--- config.mk ---
export PLATFORM = sky130hd
export DESIGN_NAME = pc_branch_unit
export DESIGN_NICKNAME = d
export VERILOG_FILES = /design/src/rtl/pc_branch_unit.sv
export SDC_FILE = /design/constraint.sdc
export NUM_CORES = 1
export LEC_CHECK = 0
export CORE_MARGIN = 4
export CORE_UTILIZATION = 65
export CTS_BUF_LIST = sky130_fd_sc_hd__clkbuf_8
export DETAILED_ROUTE_END_ITERATION = 8
export DONT_BUFFER_PORTS = 1
export PLACE_DENSITY = 0.81
export SETUP_SLACK_MARGIN = 0.2
export SLEW_MARGIN = 25
export SYNTH_ARGS = -nofsm -noshare
export SYNTH_HDL_FRONTEND = slang
export SYNTH_SLANG_ARGS = --single-unit
--- constraint.sdc ---
create_clock -name Clk -period 2.6 [get_ports Clk]
set_input_delay 0.52 -clock Clk [delete_from_list [all_inputs] [get_ports Clk]]
set_output_delay 0.52 -clock Clk [all_outputs]
set_load 0.02 [all_outputs]
--- src/rtl/pc_branch_unit.sv ---
// pc_branch_unit: registered PC with return-address LIFO; PC-relative branch target when PC_RELATIVE_EN is defined
module pc_branch_unit #(
  parameter int AddrWidth  = 8,
  parameter int StackDepth = 4
) (
  input  logic                 Clk,
  input  logic                 Reset,
  input  logic                 PC_Rst,
  input  logic                 PC_Inc,
  input  logic                 PC_Ld,
  input  logic [1:0]           PC_Src,
  input  logic                 BRA_Src,
  input  logic                 STK_Ld,
  input  logic [AddrWidth-1:0] Imm,
  input  logic [AddrWidth-1:0] Reg_Data,
  output logic [AddrWidth-1:0] PC,
  output logic                 Stk_Full,
  output logic                 Stk_Empty,
  output logic                 Stk_Err
);
  localparam int PW = $clog2(StackDepth) + 1;
  localparam int IW = PW - 1;
  logic [AddrWidth-1:0] pc_q, pc_d, pc_inc, target, top;
  logic [AddrWidth-1:0] stk_q [StackDepth];
  logic [AddrWidth-1:0] stk_d [StackDepth];
  logic [PW-1:0] sp_q, sp_d;
  logic err_q, err_d;
  logic push, pop, wr_en;
  logic [IW-1:0] top_idx, wr_idx;
  assign push      = STK_Ld && PC_Rst;
  assign pop       = !PC_Ld && (PC_Src == 2'b01);
  assign Stk_Empty = (sp_q == '0);
  assign Stk_Full  = (sp_q == PW'(StackDepth));
  assign top_idx   = sp_q[IW-1:0] - IW'(1);
  assign top       = stk_q[top_idx];
  assign pc_inc    = pc_q + AddrWidth'(1);
`ifdef PC_RELATIVE_EN
  // Same-width add of a two's-complement Imm is the sign-extended add modulo 2^AddrWidth
  assign target = BRA_Src ? pc_q + Imm : Imm;
`else
  logic unused_bra_src;
  assign unused_bra_src = BRA_Src;
  assign target         = Imm;
`endif
  // A combined push+pop overwrites the old top; a lone push writes above it
  assign wr_idx = pop ? top_idx : sp_q[IW-1:0];
  assign wr_en  = push && (pop ? !Stk_Empty : !Stk_Full);
  // Next-state: PC priority PC_Rst > PC_Ld > PC_Inc > hold; stack pointer moves only on an unpaired push or pop
  always_comb begin
    stk_d = stk_q;
    if (wr_en) stk_d[wr_idx] = pc_inc;
    pc_d  = !PC_Rst ? '0 :
            !PC_Ld  ? (PC_Src == 2'b00 ? target :
                       PC_Src == 2'b01 ? (Stk_Empty ? pc_q : top) :
                       PC_Src == 2'b10 ? Reg_Data : pc_q) :
            !PC_Inc ? pc_inc : pc_q;
    sp_d  = !PC_Rst                        ? '0 :
            (pop && !push && !Stk_Empty)   ? sp_q - PW'(1) :
            (push && !pop && !Stk_Full)    ? sp_q + PW'(1) : sp_q;
    err_d = PC_Rst && (err_q || (pop && Stk_Empty) || (push && !pop && Stk_Full));
  end
  // State registers with synchronous reset that discards any in-flight push or pop
  always_ff @(posedge Clk) begin
    if (Reset) begin
      pc_q  <= '0;
      sp_q  <= '0;
      err_q <= 1'b0;
      stk_q <= '{default: '0};
    end else begin
      pc_q  <= pc_d;
      sp_q  <= sp_d;
      err_q <= err_d;
      stk_q <= stk_d;
    end
  end
  assign PC      = pc_q;
  assign Stk_Err = err_q;
endmodule

# [Word-level counts from Yosys, hierarchy flattened]
# Cells that the tools add are included.
[op_classes] n_addsub=4 order_cmp=3 eq_ne=5 mux=16 bitwise_logic=3 n_reduce_logical=24
[op_table] operator="8-bit two-way mux" n=9
[op_table] operator="32-bit bitwise mux" n=1
[op_table] operator="8-bit binary-select mux with 2-bit select" n=1
[op_table] operator="8-bit demux with 2-bit select" n=1
[op_table] operator="1-bit logical AND" n=11
[op_table] operator="8-bit by 1-bit adder with 8-bit output (second input constant)" n=1
[op_table] operator="3-bit >= comparator (second input constant)" n=2
[op_table] operator="3-bit two-way mux" n=2
[op_table] operator="2-bit NOT with 3-bit output" n=2
[op_table] operator="1-bit logical NOT" n=5
[op_table] operator="4-bit by 3-bit != test with 1-bit output (second input constant)" n=1
[op_table] operator="4-bit nonzero test" n=1
[op_table] operator="3-bit by 1-bit adder with 3-bit output (second input constant)" n=1
[op_table] operator="3-bit == test (second input constant)" n=1
[op_table] operator="3-bit logical NOT" n=1
[op_table] operator="3-bit by 1-bit < comparator with 1-bit output (second input constant)" n=1
[op_table] operator="3-bit AND reduction" n=1
[op_table] operator="3-bit by 1-bit subtractor with 3-bit output (second input constant)" n=1
[op_table] operator="2-bit by 1-bit == test with 1-bit output (second input constant)" n=1
[op_table] operator="2-bit == test (second input constant)" n=1
[op_table] operator="2-bit logical NOT" n=1
[op_table] operator="1-bit logical OR" n=2
[op_table] operator="2-bit two-way mux" n=1
[op_table] operator="2-bit != test (second input constant)" n=1
[op_table] operator="5 further kinds" n=5
[word_totals] regBits=44 elab_cells=62

# [Logic depth before layout (Yosys ltp)]
[depth] ltp_word=9 ltp_mapped=10 mapped_depth_nobuf=8

# [Least setup slack after synthesis]
# Ideal clock, no wire load.
[synth_path] kind="register to register" start="register sp_q[0]" end="register stk_q[30] in the netlist's numbering" setup_time_ps=86 arrival_time_ps=2166 setup_slack_ps=349 stages_incl_launch_ff=10 n_path_buf=2 synth_period_minus_slack_ps=2251 cell_sequence="dfxtp_1 > buf_2 > inv_1 > ha_1 > and2_1 > or3_1 > a21oi_4 > buf_6 > nor2_1 > a211oi_1"
[synth_between] elab_chain_len=8 elab_cells_between_ends=15 cone_classes="add/sub: 1; order compare: 2; eq/ne: 1; mux: 5; bitwise: 1; reduce/logical: 5"
[synth_lines] item="start: declaration" line="26" text="logic [PW-1:0] sp_q, sp_d;"
[synth_lines] item="start signal: assignment" line="71" text="sp_q <= sp_d;"
[synth_lines] item="2-bit by 1-bit subtractor with 2-bit output (*)" line="34" text="assign top_idx = sp_q[IW-1:0] - IW'(1);"
[synth_lines] item="via top_idx[0]" line="29" text="logic [IW-1:0] top_idx, wr_idx;"
[synth_lines] item="2-bit two-way mux (*)" line="46" text="assign wr_idx = pop ? top_idx : sp_q[IW-1:0];"
[synth_lines] item="2-bit NOT with 3-bit output (not written as such) (*)" line="51" text="if (wr_en) stk_d[wr_idx] = pc_inc;"
[synth_lines] item="3-bit >= comparator (not written as such) or 3-bit by 1-bit < comparator with 1-bit output (tied branches)" line="51"
[synth_lines] item="1-bit logical AND (not written as such)" line="51"
[synth_lines] item="8-bit two-way mux (not written as such)" line="51"
[synth_lines] item="8-bit demux with 2-bit select (*)" line="51"
[synth_lines] item="32-bit bitwise mux (*)" line="51"
[synth_lines] item="end signal: assignment" line="73" text="stk_q <= stk_d;"
[synth_lines] item="end: declaration" line="24" text="logic [AddrWidth-1:0] stk_q [StackDepth];"
# The timed path passes the listed nets; every way through them passes the cells marked *.
# A chain may end at the register's enable or synchronous reset.

# [Worst setup path after layout]
[layout_path] start="register sp_q[1]" end="register stk_q[8] in the netlist's numbering"
[layout_between] elab_chain_len=8 elab_cells_between_ends=15 cone_classes="add/sub: 1; order compare: 2; eq/ne: 1; mux: 5; bitwise: 1; reduce/logical: 5"
[layout_lines] item="2-bit by 1-bit subtractor with 2-bit output" line="34"
[layout_lines] item="2-bit two-way mux" line="46"
[layout_lines] item="2-bit NOT with 3-bit output (not written as such)" line="51"
[layout_lines] item="3-bit >= comparator (not written as such) or 3-bit by 1-bit < comparator with 1-bit output (tied branches)" line="51"
[layout_lines] item="1-bit logical AND (not written as such)" line="51"
[layout_lines] item="8-bit two-way mux (not written as such)" line="51"
[layout_lines] item="8-bit demux with 2-bit select" line="51"
[layout_lines] item="32-bit bitwise mux" line="51"
# Parallel ways exist; a longest one is shown, timed or not.

==> flow_summary.toml <==
[worst_hold_path]
min-delay-start = "Reset"
min_path_cells = 1
hp-class = "in2reg"
whs_endpoint = "stk_q[11]$_SDFFE_PP0P_"

[routing]
top_layer = "met4"
via_per_inst = 6.30
wl_met1_mm = 2.38
drc = 0
met3_length_um = 503
antenna_left = 0
drt_first_pass_iters = 4
drt-initial-drc-count = 168
wl_met2_mm = 2.34
wl_per_cell_um = 17.2
wl_mm = 5.27
vias = 1933

[outcome]
status = "finished, final reports clean"

[synth]
ys_seq_area_frac = 0.369
yosys-top-cells-count = "nor2_1, dfxtp_1, a211oi_1"
yosysTopAreaCellShare = 0.369
syn-num-nets = 294
synth_top_flop_cell = "dfxtp_1"
yosysTopAreaCell = "dfxtp_1"
syn-cell-area_um2 = 2380
synth_seq_cells = 44
synthCells = 266
synth_edf_count = 0
synth_most_common_cell = "nor2_1"
synthArstFlopShare = 0
synthTopCellsByArea = "dfxtp_1, a211oi_1, nor2_1"
synth.distinct_cells = 46
ys_warn_count = 0
avgSynthCellArea_um2 = 8.97

[floorplanning]
die_y_um = 68.6
pin_count = 36
die_area_um2 = 4700
core_um2 = 3440
die_w_um = 68.6
initial_core_util = 0.693
rows = 21

[place]
hpwl_mm = 3.72
gp_congestion = 0.863
dpl.cell_count = 298
numPortBuffers = 0

[sta]
relSlewSlack = 0.629
max_freq_ghz = 0.454
rsz0062_at_grt = "false"
setup_viol = 0
fin_skew_ps = 6.89
tightest_slew_ps = 557
period_needed_ps = 2200
period_share = 0.847
fin_setup_tns_ps = 0
maxSlewViolCount = 0
finalHoldViolCount = 0

[clocking]
clock_latency_ps = 300
cts_buffer_depth = 2
clock-root-buffer = "clkbuf_8"
cts_buffers = 5
path_clk_slew_ps = 90
cts_max_level = 2
cts_tree = "built"
cts_resized = 0
cts.sink_count = 44

[pwr]
p_int_mw = 1.05
seqPwrFrac = 0.505
ir_drop_mv = 0.433
p_clk_frac = 0.379
switching_power_mw = 0.369
comb_power_share = 0.115
leakagePower_nw = 0.791
pwr_density_cell_nw_per_um2 = 568
p_sw_frac = 0.259

[worst_setup_path]
endpoint_kind = "flop"
path_cells = "inv_1, ha_1, and2_1, or3_1, a21oi_4, mux2i_1, nor2_1"
reg2reg_setup_slack_ps = 400
slowest_delay_ps = 420
r2r_cells = 7
required_ps = 2790
critPathKind = "reg2reg"
cp.arrival_ps = 2400
reg2reg_to = "stk_q[8]$_SDFFE_PP0P_"
cp_max_fo = 14
worstSetupStartpointType = "flop"
startpoint = "sp_q[1]$_SDFFE_PP0P_"
slowest_stage = "a21oi_4"
crit_family = "simple AND/OR/NAND/NOR gates"
cp_num_buf_inv = 1
r2r-start = "sp_q[1]$_SDFFE_PP0P_"

[grt]
grt_pass1_vias = 1794
grt_use_total = 0.249
grt_start_max_net_pins = 34
grt_pass1_wl_mm = 8.73
overflow = 0
antenna_found_initial = 0

[layout]
final_nets = 288
final_cells = 307
area_growth_pct = 5.09
fillers = 254
antenna_cells = 0
ff_latch_area_um2 = 881
drive_gt1_frac = 0.103
multi_input_area_um2 = 1370

[flow_run]
max_cap_violations = 0
-- flip-flops by register name (all words and copies together), names as in the netlist --
name	cells
sp_q	3
PC	8
Stk_Err	1
stk_q	32
-- worst register-to-register path: stages, from the launching register on --
cell and delay, ps:
dfxtp_1 390, inv_1 110, ha_1 260, and2_1 210, or3_1 410, a21oi_4 420, mux2i_1 240, nor2_1 60
-- metrics by stage --
| stage | power (mW) | hold slack, ps | util | instance area (um2) | worst slack, ps |
|---|---|---|---|---|---|
| after floorplan | 0.879 | 455 | - | 2380 | 349 |
| after global routing | 1.48 | 263 | 0.728 | 2510 | 208 |
| after global placement | 0.890 | 471 | 0.689 | 2370 | 403 |
| after CTS | 1.43 | 271 | 0.722 | 2490 | 390 |
| after detailed placement | 0.895 | 481 | 0.689 | 2370 | 349 |
| final | 1.42 | 280 | 0.728 | 2510 | 398 |
-- how the worst max path moves through the flow --
stage / slack, ps / cells after the start / to
CTS: 390 / 7 / stk_q[8]$_SDFFE_PP0P_
floorplan: 350 / 9 / stk_q[30]$_SDFFE_PP0P_
global placement: 400 / 7 / sp_q[2]$_SDFFE_PP0P_
detailed placement: 350 / 7 / sp_q[2]$_SDFFE_PP0P_
global route: 210 / 7 / stk_q[8]$_SDFFE_PP0P_
finish: 400 / 7 / stk_q[8]$_SDFFE_PP0P_
-- cell type report --
cell class | instances | share of cell area
clock buffer | 5 | 0.0275
clock inverter | 3 | 0.0185
inverter | 8 | 0.0120
multi-input combinational | 195 | 0.545
sequential | 44 | 0.351
tap | 46 | 0.0230
timing repair buffer | 6 | 0.0230
-- routing by layer --
layer  vias up  track usage
met3         8       0.0729
li1        949            -
met2        83        0.367
met1       893        0.357
met4         0       0.0596
met5         -            0
-- what timing repair did --
item | 4_1_cts | 5_1_grt
hold buffers | 0 | 0
setup endpoints to repair | 0 | 1
setup buffers | 0 | 1
-- placed cells by master, fill, tap and decap left out, drive strengths merged, types with 2 or more instances in the layout --
master	Yosys	layout
clkbuf	11	5
nand2	16	16
xnor2	4	4
or3	3	3
a21oi	17	17
nor2	46	46
xor2	4	4
o21ai	2	2
o221ai	4	4
nor3	3	3
dfxtp	44	44
nor3b	4	4
a311oi	3	3
mux2	2	2
nand2b	10	10
nand3	6	6
buf	8	6
a211o	2	2
ha	2	2
a211oi	27	27
mux2i	16	16
a31oi	2	2
inv	8	9
mux4	5	5
-- power groups by stage --
stage | combinational (mW) | sequential [mW] | clock [mW]
after CTS | 0.162 | 0.719 | 0.547
after global routing | 0.181 | 0.723 | 0.578
final | 0.164 | 0.719 | 0.540
after detailed placement | 0.160 | 0.735 | 0
after floorplan | 0.148 | 0.731 | 0
after global placement | 0.157 | 0.734 | 0
-- cell families after synthesis --
kind of cell / count (synthesis) / share of synthesized area
simple gates: 96 / 0.188
compound gates: 65 / 0.212
flops: 44 / 0.369
buf+inv: 27 / 0.0582
mux: 23 / 0.124
xor+xnor: 8 / 0.0294
fa+ha+maj: 3 / 0.0189
No activity file was read; power rests on OpenSTA's default activity.
